[config.mk]
export PLATFORM = sky130hd
export DESIGN_NAME = l2r_datapath
export DESIGN_NICKNAME = d
export VERILOG_FILES = /design/src/rtl/l2r_pkg.sv /design/src/rtl/l2r_mult.sv /design/src/rtl/l2r_datapath.sv
export SDC_FILE = /design/constraint.sdc
export NUM_CORES = 1
export LEC_CHECK = 0
export ABC_AREA = 1
export CAP_MARGIN = 30
export CORE_MARGIN = 1
export CORE_UTILIZATION = 50
export DETAILED_ROUTE_END_ITERATION = 16
export PLACE_DENSITY = 0.75
export RECOVER_POWER = 100
export SETUP_SLACK_MARGIN = 0.5
export SYNTH_ARGS = -nofsm -noshare
export SYNTH_HDL_FRONTEND = slang
export SYNTH_HIERARCHICAL = 1
export SYNTH_SLANG_ARGS = --single-unit
[constraint.sdc]
create_clock -name clk -period 7.4 [get_ports clk]
set_input_delay 2.22 -clock clk [delete_from_list [all_inputs] [get_ports clk]]
set_output_delay 2.22 -clock clk [all_outputs]
set_load 0.005 [all_outputs]
[src/rtl/l2r_pkg.sv]
// Shared encodings and default width for the left-to-right exponentiation
// datapath and its control unit.
package l2r_pkg;

    // Default operand width of base, exponent and result.
    localparam int L2R_W = 8;

    // Source select for result register C.
    typedef enum logic [1:0] {
        C_ONE  = 2'b00,  // constant 1
        C_SQR  = 2'b01,  // C * C
        C_MULA = 2'b10,  // C * A
        C_RSV  = 2'b11   // reserved: C holds
    } sc_sel_e;

    // Source select for the bit counter.
    typedef enum logic {
        CNT_CLR = 1'b0,
        CNT_INC = 1'b1
    } cnt_sel_e;

endpackage

[src/rtl/l2r_mult.sv]
// Combinational unsigned multiplier keeping only the low W bits of the
// full 2W-bit product (arithmetic mod 2^W).
module l2r_mult
    import l2r_pkg::*;
#(
    parameter int W = L2R_W
) (
    input  logic [W-1:0] x,
    input  logic [W-1:0] y,
    output logic [W-1:0] p
);

    logic [2*W-1:0] full_prod;

    // Full-width product, then truncate to the operand width.
    always_comb begin
        full_prod = {{W{1'b0}}, x} * {{W{1'b0}}, y};
        p         = full_prod[W-1:0];
    end

endmodule

[src/rtl/l2r_datapath.sv]
// Datapath for left-to-right binary exponentiation C = A^B mod 2^W.
// Holds base A, exponent shift register B, result C and a bit counter.
// It has no sequencing of its own; every cycle it obeys the control
// inputs supplied by the control unit.
module l2r_datapath
    import l2r_pkg::*;
#(
    parameter int W  = L2R_W,
    parameter int CW = $clog2(W+1)
) (
    input  logic         clk,
    input  logic         rst,
    input  logic [W-1:0] A_in,
    input  logic [W-1:0] B_in,
    input  logic         LoadA,
    input  logic         LoadB,
    input  logic         ShiftB,
    input  logic         LoadC,
    input  logic [1:0]   S_C,
    input  logic         LoadCoun,
    input  logic         S_Coun,
    output logic         equals,
    output logic         regBk,
    output logic [W-1:0] C_out
);

    localparam logic [CW-1:0] CNT_MAX = CW'(W);

    logic [W-1:0]  a_q, a_d;
    logic [W-1:0]  b_q, b_d;
    logic [W-1:0]  c_q, c_d;
    logic [CW-1:0] cnt_q, cnt_d;

    logic [W-1:0]  mult_y;
    logic [W-1:0]  mult_p;

    // Single shared multiplier: x is always C, y is A for the multiply
    // step and C otherwise (squaring). A is the registered value, so a
    // simultaneous LoadA never affects the product in the same cycle.
    always_comb begin
        mult_y = (sc_sel_e'(S_C) == C_MULA) ? a_q : c_q;
    end

    l2r_mult #(.W(W)) u_mult (
        .x (c_q),
        .y (mult_y),
        .p (mult_p)
    );

    // Base register: load or hold.
    always_comb begin
        a_d = a_q;
        if (LoadA) begin
            a_d = A_in;
        end
    end

    // Exponent register: load has priority over the left shift.
    always_comb begin
        b_d = b_q;
        if (LoadB) begin
            b_d = B_in;
        end else if (ShiftB) begin
            b_d = {b_q[W-2:0], 1'b0};
        end
    end

    // Result register: 1, square, or multiply by A; reserved select holds.
    always_comb begin
        c_d = c_q;
        if (LoadC) begin
            case (sc_sel_e'(S_C))
                C_ONE:   c_d = W'(1);
                C_SQR:   c_d = mult_p;
                C_MULA:  c_d = mult_p;
                default: c_d = c_q;
            endcase
        end
    end

    // Bit counter: clear, or increment saturating at W.
    always_comb begin
        cnt_d = cnt_q;
        if (LoadCoun) begin
            if (cnt_sel_e'(S_Coun) == CNT_CLR) begin
                cnt_d = '0;
            end else if (cnt_q < CNT_MAX) begin
                cnt_d = cnt_q + 1'b1;
            end
        end
    end

    // State registers; reset overrides every load, shift and count control.
    always_ff @(posedge clk) begin
        if (rst) begin
            a_q   <= '0;
            b_q   <= '0;
            c_q   <= '0;
            cnt_q <= '0;
        end else begin
            a_q   <= a_d;
            b_q   <= b_d;
            c_q   <= c_d;
            cnt_q <= cnt_d;
        end
    end

    // Status and result outputs are direct views of the registers.
    always_comb begin
        equals = (cnt_q == CNT_MAX);
        regBk  = b_q[W-1];
        C_out  = c_q;
    end

endmodule

## Yosys cells after proc, flatten, opt, wreduce, memory -nomap -nowiden

Cells that the tools add are included.

- Memory bits (writable): 0
- Memory bits (read-only): 0
- Memories kept: 0
- Output and inout port bits: 10
- Bits in latches: 0
- Bits in registers: 28
- Word-level logic and storage cells: 23

- Add/sub/neg operators: 1
- Mux-type cells: 6
- Reductions and logical operators: 6
- Magnitude comparators: 1
- Shifts and indexed selects: 0
- Bitwise logic cells: 0
- Equal/unequal tests: 4
- Divide/modulo/power cells: 0
- $mul: 1

Operators by type and width:

| kind | count |
|---|---|
| 8-bit 2-to-1 mux | 3 |
| 8-bit one-hot mux with 2 select lines | 1 |
| 8-bit by 8-bit multiplier with 8-bit output | 1 |
| 4-bit 2-to-1 mux | 2 |
| 4-bit by 1-bit adder with 4-bit output (second input constant) | 1 |
| 4-bit equality test (second input constant) | 1 |
| 4-bit less-than comparator (second input constant) | 1 |
| 2-bit AND reduction | 2 |
| 2-bit nonzero test | 2 |
| 2-bit by 1-bit equality test with 1-bit output (second input constant) | 1 |
| 2-bit equality test (second input constant) | 1 |
| 2-bit logical NOT | 1 |
| 2-bit by 1-bit != test with 1-bit output (second input constant) | 1 |
| 2-bit OR reduction | 1 |

## Depth between registers and ports, before layout

- Depth in word-level cells: 4
- Gate-level depth with buffers: 30
- Gate-level depth less buffers: 28

## Hierarchy

Netlist, hierarchy kept.

By module, submodules not included:

| module | instances | cells each | sequential area each (µm²) | area each (µm²) |
|---|---|---|---|---|
| l2r_datapath | 1 | 190 | 560.5 | 1363.8 |
| l2r_mult | 1 | 167 | 0.0 | 1021.0 |

## Least setup slack after synthesis

OpenSTA, ideal clock, no wires.

- Path kind: input to register
- Start: in S_C[0]
- End: reg c_q[7] (netlist: C_out[7])
- Path slack: 1129 ps
- Library setup time: 70 ps
- Data arrival time: 6202 ps
- Stages: 27
- Path through: inv_1 > ha_1 > buf_2 > mux2_1 > buf_4 > nand2_1 > inv_1 > fa_1 > inv_1 > fa_1 > fa_1 > fa_1 > inv_1 > ha_1 > a21oi_1 > nand2_1 > nand2_1 > nand2_1 > nand2_1 > inv_1 > nor2_2 > nand3_1 > nand2_1 > inv_1 > nor2_1 > nand2_1 > a21oi_1

- Word-level cells in the longest chain between the ends: 4
- Elaborated cells on any way between the ends: 9
- Those cells by class: 1 x mul; 2 x eq/ne; 2 x mux; 4 x reduce/logical

Ends and longest elaborated chain:

| element | RTL line | RTL |
|---|---|---|
| start, declared | l2r_datapath.sv:19 | `input logic [1:0] S_C,` |
| 2-bit equality test | l2r_datapath.sv:41 | `mult_y = (sc_sel_e'(S_C) == C_MULA) ? a_q : c_q;` |
| 8-bit 2-to-1 mux | l2r_datapath.sv:41 |  |
| net mult_y[2] | l2r_datapath.sv:34 | `logic [W-1:0] mult_y;` |
| 8-bit by 8-bit multiplier with 8-bit output | l2r_mult.sv:17 | `full_prod = {{W{1'b0}}, x} * {{W{1'b0}}, y};` |
| net mult_p[7] | l2r_datapath.sv:35 | `logic [W-1:0] mult_p;` |
| 8-bit one-hot mux with 2 select lines | l2r_datapath.sv:72 | `case (sc_sel_e'(S_C))` |
| end signal, assigned | l2r_datapath.sv:98 | `c_q <= '0;` |
| end signal, assigned | l2r_datapath.sv:103 | `c_q <= c_d;` |
| end, declared | l2r_datapath.sv:31 | `logic [W-1:0] c_q, c_d;` |

The timed path passes the listed nets, and every way through them passes these cells.
A chain may end at the register's enable or synchronous reset.

## Final worst setup path

Ends and elaborated chain as after synthesis.

==> reports/results.tsv <==
stage	metric	value	unit
clocking	cts_buffers	3	
power	switching_share	25.60	%
setup_path	cp-start-kind	primary input	
final_layout	final_cell_mix	nand2_1 (109), inv_1 (71), nor2_1 (30)	
timing	drv_slew	0	
setup_path	critPathMostFrequentCell	nand2_1	
synth	ys_warn_count	6	
timing	rsz0062_at_grt	no	
setup_path	crit_slowest_cell	dlygate4sd3_1	
final_layout	syn_to_final_growth	17.31	%
clocking	holdBufCountCts	0	
placement	place_ws	0.4175	ns
clocking	postCtsSetupRepairBufs	0	
floorplanning	io_pins	36	
hold_path	hp-class	reg2reg	
power	power_density	109.7	mW/mm²
clocking	clockBufferDepth	2	
final_layout	final_cells	440	
synth	syn-cell-area	0.002385	mm²
power	power.total	0.3069	mW
power	seq_power_share	52.8	%
floorplanning	die_h	71.06	µm
setup_path	cp.arrival	7.03	ns
floorplanning	num_rows	24	
route	dr.first_iter.drc_count	128	
synth	synth.ff_latch_count	28	
setup_path	crit_fanout	5	
power	clockPowerShare	31.2	%
route	detail_route.first_pass.iterations	6	
clocking	htree_num_levels	1	
global_route	grt_max_degree	16	
global_route	grt_usage	21.33	%
timing	finalWorstSetupSlack	0.5813	ns
route	totalWireLength	5010	µm
synth	ys_seq_area_share	23.50	%
setup_path	reg2reg_from	C_out[2]	
setup_path	reg2reg_depth	23	
placement	numPortBuffers	35	
floorplanning	initial_utilization	53.30	%
route	vias	2181	
clocking	cts_tree	done	
timing	relSlewSlack	69.07	%
final_layout	num_antenna_cells	0	
clocking	cts_sinks	28	
clocking	path_clk_slew	0.09	ns
final_layout	layout-drive-gt1-share	4.897	%
timing	hold_violations	0	
power	combPwrFrac	15.9	%
final_layout	final_common_cell	nand2_1	
route	wire_per_inst	11.39	µm
outcome	status	finished, final reports clean	
timing	fin_hold_ws	0.4674	ns
placement	dp_hpwl	3920	µm
timing	timing.fmax	0.1467	GHz
power	peakVddDrop	0.07182	mV
clocking	clockRootBuffer	clkbuf_8	
synth	syn_avg_cell_area	6.680	µm²
global_route	grt_pass1_vias	1962	
setup_path	cp.required	7.61	ns
final_layout	multiInputGateArea	0.001478	mm²
floorplanning	die_area	0.005050	mm²
setup_path	reg2reg_setup_slack	3.00	ns
setup_path	endpoint_kind	register	
synth	synth.top_cell.area_share	23.50	%
clocking	worstSkewPairLatency	0.28	ns
global_route	grt_pass1_wl	8576	µm
global_route	grt_overflow	0	
final_layout	fin_nets	447	
final_layout	final_util	62.53	%
placement	placed_cell_area	0.002749	mm²
timing	tightest_slew	0.4624	ns
setup_path	criticalPathCategory	in2reg	
power	leakage	1.561	nW
synth	synthCells	357	
setup_path	slowest_delay	0.55	ns
route	drc	0	
floorplanning	die_w	71.06	µm
synth	ys_top_cells_by_area	dfxtp_1 (24%), nand2_1 (17%), inv_1 (11%)	
synth	yosysTopAreaCell	dfxtp_1	
timing	clock_skew	0.005608	ns
synth	synth.distinct_cells	24	
synth	syn-num-nets	415	
route	viasPerCell	4.957	
final_layout	design_area	0.002798	mm²
timing	setup_viol	0	
route	antenna_left	0	
power	switchingPower	0.07858	mW
global_route	antenna_found_initial	0	
placement	gp_congestion	0.8550	
setup_path	timing.rr.end	C_out[7]	
timing	fin_crit	6.819	ns
final_layout	fill_cells	449	
power	p_int	0.2284	mW
setup_path	crit_start	S_C[0]	
timing	final.setup.tns	0	ns
final_layout	regArea	560.5	µm²
flow_run	drv_cap	0	
setup_path	crit_path_end	C_out[7]	
placement	dpl.cell_count	436	
timing	min_period_over_period	92.14	%
floorplanning	design.core.area	0.004474	mm²
-- synth_stat cells --
cell       n
a21oi_1   13
buf_2      5
buf_4      3
buf_6      1
dfxtp_1   28
fa_1      12
ha_1      20
inv_1     69
inv_2      7
mux2_1     8
nand2_1  109
nand2_2    4
nand3_1   25
nand3_2    1
nand4_1    4
nor2_1    29
nor2_2     2
nor2_4     1
nor2_8     1
nor3_1     1
o21ai_0    5
o21ai_1    5
or2_1      1
xor2_1     3
-- power by group through the flow --
stage | Sequential (mW) | Combinational (mW) | Clock (mW)
finish | 0.162 | 0.0489 | 0.0959
global placement | 0.166 | 0.0499 | 0
global route | 0.163 | 0.0551 | 0.104
CTS | 0.162 | 0.0505 | 0.0977
floorplan | 0.164 | 0.0300 | 0
detailed placement | 0.166 | 0.0501 | 0
-- metal layers --
layer  share of wire, %  vias to the layer above  track usage [%]
met3                3.3                        9            2.849
met4                1.5                        0            5.778
met5                  0                        -                0
met1                 49                      997            29.53
met2                 46                       31            35.15
li1                   -                     1144                -
-- how the worst min path moves through the flow --
stage / startpoint / to / slack, ns / cells past startpoint
6_report: b_q[0] / b_q[0] / 0.47 / 2
5_1_grt: b_q[1] / b_q[1] / 0.50 / 2
3_5_place_dp: b_q[0] / b_q[0] / 0.46 / 2
3_3_place_gp: b_q[0] / b_q[0] / 0.46 / 2
4_1_cts: b_q[0] / b_q[0] / 0.47 / 2
2_1_floorplan: b_q[0] / b_q[0] / 0.44 / 2
-- flip-flops by register name, indices dropped and copies added, names as in the netlist --
name / count
C_out: 8
a_q: 8
b_q: 8
cnt_q: 4
-- layout make-up --
type / instances / area share [%]
clock buffer: 4 / 1.968
inverter: 76 / 10.20
multi-input combinational: 244 / 52.82
timing repair buffer: 36 / 12.66
tap: 52 / 2.326
sequential: 28 / 20.04
-- critical path, delay by kind of cell --
family                     cells  cell delay, ns
AOI/OAI and AO/OA              2            0.31
adders and majority gates      6            2.20
buffers and inverters          8            1.14
muxes                          1            0.42
and+or+nand+nor               10            0.71
-- kinds of logic (layout without fill, tap and decap cells) --
kind of cell    Yosys count  in the layout  share of synthesized area (%)
compound gates           23             23                          4.826
buf+inv                  85            116                          14.43
simple gates            178            178                          31.79
fa+ha+maj                32             32                          20.57
mux                       8              8                          3.778
flops                    28             28                          23.50
xor+xnor                  3              3                          1.102
-- repair_timing --
item	4_1_cts	5_1_grt
resized for setup	0	4
setup endpoints to repair	0	1
endpoints found under the hold margin	0	0
Power figures use the tool's default switching activity.
